`src/rtl/asm_enc.sv`:
```
// Symbolic-instruction encoder streaming packed 16-bit words to instruction memory.
// Latency: word valid the cycle after accept; LI16 emits LIL then LIH. Stalls hold word and address while out_ready is low.
module asm_enc #(
    parameter int ADDR_W = 8
) (
    input  logic              clk,
    input  logic              rst_n,
    input  logic              in_valid,
    output logic              in_ready,
    input  logic [3:0]        kind,
    input  logic [1:0]        rw,
    input  logic [1:0]        ra,
    input  logic [1:0]        rb,
    input  logic [3:0]        alu,
    input  logic [2:0]        cond,
    input  logic [15:0]       imm,
    input  logic              addr_ld,
    input  logic [ADDR_W-1:0] addr_base,
    output logic              out_valid,
    input  logic              out_ready,
    output logic [ADDR_W-1:0] iw_addr,
    output logic [15:0]       iw_data,
    output logic              err,
    output logic              full
);

    typedef enum logic [1:0] {IDLE, EMIT, EMIT_HI} state_t;

    state_t            state_q, state_d;
    logic [ADDR_W-1:0] addr_q, addr_d;
    logic [15:0]       data_q, data_d;
    logic [15:0]       hi_q, hi_d;
    logic              two_q, two_d;
    logic              err_q, err_d;
    logic              full_q, full_d;

    logic [15:0] enc_lo, enc_hi;
    logic        enc_two, enc_rej, needs_imm, imm_ok;
    logic [7:0]  im;
    logic        accept, out_fire;

    always_comb begin
        im        = imm[7:0];
        imm_ok    = (imm[15:8] == 8'h00) || (&imm[15:7]);
        needs_imm = 1'b0;
        enc_lo    = 16'h0000;
        enc_hi    = 16'h0000;
        enc_two   = 1'b0;
        case (kind)
            4'd0:  enc_lo = 16'h0000;
            4'd1:  enc_lo = 16'h0001;
            4'd2:  enc_lo = {8'b0000_0001, alu, ra, rb};
            4'd3:  begin enc_lo = {6'b0000_01, rw, im}; needs_imm = 1'b1; end
            4'd4:  begin enc_lo = {6'b0000_10, rb, im}; needs_imm = 1'b1; end
            4'd5:  enc_lo = {5'b0001_0, cond, alu, ra, rb};
            4'd6:  begin enc_lo = {5'b0001_1, cond, im}; needs_imm = 1'b1; end
            4'd7:  begin enc_lo = {5'b0010_0, cond, im}; needs_imm = 1'b1; end
            4'd8:  enc_lo = {5'b0010_1, 1'b0, rw, alu, ra, rb};
            4'd9:  begin
                // LI16 splits into low then high half, each writing rw.
                enc_lo  = {4'b0100, rw, rw, imm[7:0]};
                enc_hi  = {4'b0101, rw, rw, imm[15:8]};
                enc_two = 1'b1;
            end
            4'd10: begin enc_lo = {6'b1000_00, rw, im}; needs_imm = 1'b1; end
            4'd11: begin enc_lo = {4'b1001, ra, rb, im}; needs_imm = 1'b1; end
            4'd12: enc_lo = {4'b1010, rw, 2'b00, alu, ra, rb};
            4'd13: begin enc_lo = {4'b1011, rw, ra, im}; needs_imm = 1'b1; end
            4'd14: begin enc_lo = {3'b110, alu[0], rw, ra, im}; needs_imm = 1'b1; end
            default: begin enc_lo = {3'b111, ra, cond, im}; needs_imm = 1'b1; end
        endcase
        enc_rej = (needs_imm && !imm_ok) || ((kind == 4'd14) && (alu[3:1] != 3'b000));
    end

    always_comb begin
        in_ready  = (state_q == IDLE) && !addr_ld;
        out_valid = (state_q != IDLE);
        iw_addr   = addr_q;
        iw_data   = data_q;
        err       = err_q;
        full      = full_q;
    end

    assign accept   = in_valid && in_ready;
    assign out_fire = out_valid && out_ready;

    always_comb begin
        state_d = state_q;
        addr_d  = addr_q;
        data_d  = data_q;
        hi_d    = hi_q;
        two_d   = two_q;
        full_d  = full_q;
        err_d   = accept && enc_rej;
        case (state_q)
            IDLE: begin
                if (addr_ld) begin
                    addr_d = addr_base;
                    full_d = 1'b0;
                end else if (accept && !enc_rej) begin
                    data_d  = enc_lo;
                    hi_d    = enc_hi;
                    two_d   = enc_two;
                    state_d = EMIT;
                end
            end
            EMIT: begin
                if (out_fire) begin
                    state_d = two_q ? EMIT_HI : IDLE;
                    if (two_q) data_d = hi_q;
                end
            end
            default: begin
                if (out_fire) state_d = IDLE;
            end
        endcase
        if (out_fire) begin
            addr_d = addr_q + {{(ADDR_W-1){1'b0}}, 1'b1};
            if (&addr_q) full_d = 1'b1;
        end
    end

    always_ff @(posedge clk or negedge rst_n) begin
        if (!rst_n) begin
            state_q <= IDLE;
            addr_q  <= '0;
            data_q  <= 16'h0000;
            hi_q    <= 16'h0000;
            two_q   <= 1'b0;
            err_q   <= 1'b0;
            full_q  <= 1'b0;
        end else begin
            state_q <= state_d;
            addr_q  <= addr_d;
            data_q  <= data_d;
            hi_q    <= hi_d;
            two_q   <= two_d;
            err_q   <= err_d;
            full_q  <= full_d;
        end
    end

endmodule

```
`config.mk`:
```
export PLATFORM = sky130hd
export DESIGN_NAME = asm_enc
export DESIGN_NICKNAME = d
export VERILOG_FILES = /design/src/rtl/asm_enc.sv
export SDC_FILE = /design/constraint.sdc
export NUM_CORES = 1
export LEC_CHECK = 0
export CAP_MARGIN = 20
export CORE_UTILIZATION = 51
export CTS_BUF_LIST = sky130_fd_sc_hd__clkbuf_16
export DETAILED_ROUTE_END_ITERATION = 8
export PLACE_DENSITY = 0.85
export SYNTH_ARGS = -nofsm -noshare
export SYNTH_HDL_FRONTEND = slang
export SYNTH_SLANG_ARGS = --single-unit
```
`constraint.sdc`:
```
create_clock -name clk -period 4.1 [get_ports clk]
set_input_delay 0.615 -clock clk [delete_from_list [all_inputs] [get_ports clk]]
set_output_delay 0.615 -clock clk [all_outputs]
set_load 0.02 [all_outputs]
```
-- Word-level counts from Yosys, hierarchy flattened
Index checks and enable logic that the tools add are counted.
W data, S select, Z words.
- add/subtract/negate cells: 1
- eq/ne operators: 19
- mux-type cells: 22
- bitwise operators: 1
- reduce and logical (&&, ||, !) cells: 27
- operator list (cell ; count):
    $pmux W16 S15 ; 1
    $mux W16 ; 4
    $pmux W16 S2 ; 1
    $eq A4 B4 Y1 const B ; 7
    $mux W8 ; 3
    $eq A4 B3 Y1 const B ; 4
    $mux W15 ; 1
    $mux W2 ; 5
    $reduce_and A9 Y1 ; 1
    $add A8 B1 Y8 const B ; 1
    $eq A4 B2 Y1 const B ; 2
    $logic_not A8 Y1 ; 1
    $reduce_and A8 Y1 ; 1
    $reduce_bool A2 Y1 ; 4
    $logic_and A1 B1 Y1 ; 7
    $reduce_or A7 Y1 ; 1
    $mux W1 ; 6
    $ne A2 B2 Y1 const B ; 3
    $reduce_and A5 Y1 ; 1
    $eq A4 B1 Y1 const B ; 1
    $logic_not A4 Y1 ; 1
    $pmux W2 S2 ; 1
    $reduce_and A4 Y1 ; 1
    $logic_not A1 Y1 ; 3
    other kinds (8) ; 9
- bits in registers: 45
- bits of input ports: 46
- word-level logic and storage cells: 77

-- Logic depth before layout (Yosys ltp)
- depth after elaboration: 10
- gate-level depth with buffers: 8
- mapped depth without buffers: 5

-- Least setup slack after synthesis
OpenSTA, ideal clock, no wires.
- path type: in2reg
- start: input port kind[0]
- end: register data_q[0], in the netlist iw_data[0]
- setup time: 0.125 ns
- arrival: 2.063 ns
- required time: 3.975 ns
- slack: 1.912 ns
- cell stages on the path: 7
- buffers on the path: 2
- path through: buf_2 nor3b_2 a221oi_1 or3_4 a21boi_4 buf_6 mux2_4
- cells in the longest elaborated chain, start to end: 9
- elaborated cells on any way between the ends: 28
- ends and longest elaborated chain (element ; RTL line ; text):
    from (decl) ; 10 ; input logic [3:0] kind,
    $eq A4 B4 Y1, or another cell as far along ; 49 ; case (kind)
    $reduce_or A7 Y1 (no line) ; n/a ;
    $mux W1 ; 49 ;
    $logic_and A1 B1 Y1 ; 72 ; enc_rej = (needs_imm && !imm_ok) || ((kind == 4'd14) && (alu[3:1] != 3'b000));
    $logic_or A1 B1 Y1 ; 72 ;
    $logic_not A1 Y1 ; 100 ; end else if (accept && !enc_rej) begin
    $logic_and A1 B1 Y1 ; 100 ;
    $ne A2 B1 Y1 (no line) ; n/a ;
    $reduce_and A5 Y1 (no line) ; n/a ;
    to (signal assigned) ; 135 ; data_q <= data_d;
    to (decl) ; 31 ; logic [15:0] data_q, data_d;
Parallel ways exist; a longest one is shown, timed or not. The select of a mux whose other input is x is not followed.
A chain may end at the register's enable or synchronous reset.

-- Final worst setup path
- start: input port kind[1]
- end: register data_q[0], in the netlist iw_data[0]
Same word-level chain as after synthesis.

==> summary.md <==
| Metric | Value |
|---|---|
| Worst setup SP type | `primary input` |
| Worst-path clk slew | `0.06 ns` |
| Commonest register cell after synthesis | `dfrtp_1` |
| Initial core utilization | `a little over half` |
| Sequential power share | `37.0%` |
| IO buf count | `73` |
| Placed Instances | `~390` |
| Avg Cell Area, Syn | `8.77 µm²` |
| Residual DRC | `4` |
| Inserted Clock Buffers | `5` |
| Mapped cell area | `between 2000 and 2500 µm²` |
| Worst setup EP type | `register` |
| Setup repair bufs after CTS | `0` |
| Crit-path slowest cell | `clkdlybuf4s50_1` |
| Avg WL per Cell | `15.9 µm` |
| Most frequent cells in the layout | `72 x clkdlybuf4s50_1, 41 x nand2_1, 39 x dfrtp_1` |
| Filler cells | `348` |
| Buf/Inv on CP | `2` |
| Worst Path Arrival | `between 3 and 4 ns` |
| GPL Wtd Cong | `roughly 0.83` |
| Grt ovf | `0` |
| VDD IR max | `0.248 mV` |
| Critical path class | `primary input to register` |
| CTS tree | `built` |
| Syn Inst Count | `280` |
| Clk buf depth | `2` |
| Count of different cell masters after synthesis | `55` |
| Post-CTS Resized | `0` |
| Seq cells post-synth | `39` |
| Synth Net Count | `around 330` |
| Vias in the first global route | `2,233` |
| Final setup vio count | `0` |
| Routed vias | `2,385` |
| Async SR Flop Fraction | `100%` |
| Row count | `24` |
| Tmin final | `2.98 ns` |
| Worst-skew pair later-pin latency | `0.28 ns` |
| Outcome | `finished with violations` |
| Boundary pin count | `74` |
| Crit path max-delay family | `buffers and inverters` |
| First-pass GRT wire length | `10.6 mm` |
| Slew @ Worst Pin | `0.855 ns` |
| MaxCap Viol Count | `0` |
| Die Y | `between 70 and 80 µm` |
| Worst path cell trace | `clkdlybuf4s50_1, a221oi_1, or3_4, a21boi_4, buf_4, mux2_4` |
| Failing checks | `DRC` |
| Leading cell type in the layout, fill and taps excluded | `clkdlybuf4s50_1` |
| Largest net degree at the start of global routing | `40` |
| Area of the core | `4500 µm²` |
| Worst Hold Class | `primary input to asynchronous set/reset pin` |
| DR pass1 iterations | `8` |
| Combinational power share | `around 37%` |
| Area Growth Syn to Fin | `36.2%` |
| Final Hold Fails | `0` |
| Layout cell share with drive strength beyond 1 | `8.62%` |
| DRT iter0 DRCs | `between 200 and 300` |
| Remaining antenna violation count after routing | `0` |
| Routed WL | `6.38 mm` |
| DP HPWL | `4.50 mm` |
| Horiz. Die Dim | `71.4 µm` |
| Fin nets | `394` |
| H-tree depth | `2` |
| Total global-route track usage | `26.4%` |
| Post-Route Setup TNS | `0 ns` |
| CTS sink cnt | `39` |
| Antenna Cells | `0` |
| Via density | `slightly below 6` |
| Final Max Slew Viols | `0` |
| RSZ-0062 raised after global routing | `no` |
| Final worst slack | `1.12 ns` |
| Sw Pwr | `approximately 0.46 mW` |
| Period utilisation layout | `72.6%` |
| Initial antenna violation count | `0` |
| Critical Path RT | `between 4 and 5 ns` |
| Hold slack | `0.444 ns` |
| Pre-CTS WS | `0.864 ns` |
| Final setup skew | `about 0.0067 ns` |
| Power density over the cells | `around 420 nW/µm²` |
| Root buffer cell | `clkbuf_16` |
| Clock share of power | `26.3%` |
| Int Power | `0.944 mW` |
| Slowest stage delay, CP | `roughly 0.97 ns` |
| Highest Clock Rate | `336 MHz` |
| Final std cells w/o fill | `400` |
| Peak fanout along the critical path | `26` |
| EDFF count, synth | `0` |
| Max-Slew Margin vs Limit | `~43%` |
| Ys Warns | `0` |
| CTS Hold Bufs | `0` |
| LEAKAGE | `approximately 1.4 nW` |
| DIE AREA | `a little over 5000 µm²` |
| Seq/Total Area, Yosys | `between 30% and 40%` |
| Net Sw Frac | `32.8%` |
## metrics by stage
step	cell area (µm²)	total power, mW	utilization (%)
after floorplan	2460	0.788	-
after global placement	3200	1.03	71.1
after detailed placement	3200	1.04	71.1
after CTS	3350	1.41	74.3
after global routing	3350	1.48	74.3
final	3350	1.40	74.3
## sequential cells by signal (all words and copies together), names as in the netlist
name / cells
iw_addr: 8
full: 1
hi_q: 11
err: 1
state_q: 2
iw_data: 16
## layer usage
| metal | GRT usage (%) | part of all wire (%) | vias to the layer above |
|---|---|---|---|
| li1 | - | - | 1151 |
| met1 | 35.9 | 45 | 1111 |
| met2 | 42.2 | 47 | 112 |
| met3 | 6.19 | 6.8 | 11 |
| met4 | 7.56 | 1.6 | 0 |
| met5 | 0 | 0 | - |
## kinds of logic (layout without fill, tap and decap cells)
family | after synthesis | count (layout) | share of synthesized area, %
muxes | 18 | 18 | 7.95
AOI/OAI and AO/OA | 79 | 79 | 22.8
and+or+nand+nor | 108 | 108 | 22.8
DFF | 39 | 39 | 39.7
buffers and inverters | 35 | 103 | 6.22
adders and majority gates | 1 | 1 | 0.509
## power groups by stage
stage          combinational [mW]  clock [mW]  sequential, mW
3_5_place_dp                0.514           0           0.525
6_report                    0.515       0.369           0.520
4_1_cts                     0.517       0.373           0.520
5_1_grt                     0.554       0.394           0.529
2_1_floorplan               0.178           0           0.610
3_3_place_gp                0.506           0           0.522
## final timing paths
path                                   startpoint                 endpoint  slack (ns)  cells after the start
setup / recovery                          kind[1]   iw_data[0]$_DFFE_PN0P_        1.12                      6
hold reg to reg                    full$_DFF_PN0_           full$_DFF_PN0_        0.49                      2
max in group asynchronous                   rst_n     hi_q[10]$_DFFE_PN0P_        3.11                      1
min in group clk                   full$_DFF_PN0_           full$_DFF_PN0_        0.49                      2
hold / removal                              rst_n  iw_data[11]$_DFFE_PN0P_        0.44                      1
setup reg to reg           state_q[0]$_DFFE_PN0P_   iw_data[0]$_DFFE_PN0P_        2.00                      5
## synth_stat cells, types with 7 or more instances
cell type / number / area, µm²
buf_2: 8 / 40.0
nor2_1: 16 / 60.1
inv_1: 16 / 60.1
nand2_1: 41 / 154
dfrtp_1: 39 / 976
nand3_1: 7 / 35.0
o21ai_0: 18 / 90.1
nor2b_1: 7 / 43.8
mux2i_1: 9 / 90.1
a21oi_1: 13 / 65.1
mux2_2: 8 / 90.1
clkbuf_1: 9 / 33.8
o21ai_1: 7 / 35.0
a222oi_1: 7 / 70.1
nand2b_1: 9 / 56.3
## layout make-up
class                   instances  area (µm²)  share of cell area, %
clock inverters                 3        16.3                  0.486
flip-flops and latches         39         976                   29.2
repair buffers                 79         771                   23.0
clock buffers                   5         125                   3.74
inverters                      16        60.1                   1.80
well taps                      52        65.1                   1.94
multi-input cells             206        1330                   39.8
Note: power is estimated with default switching activity, not from simulation.
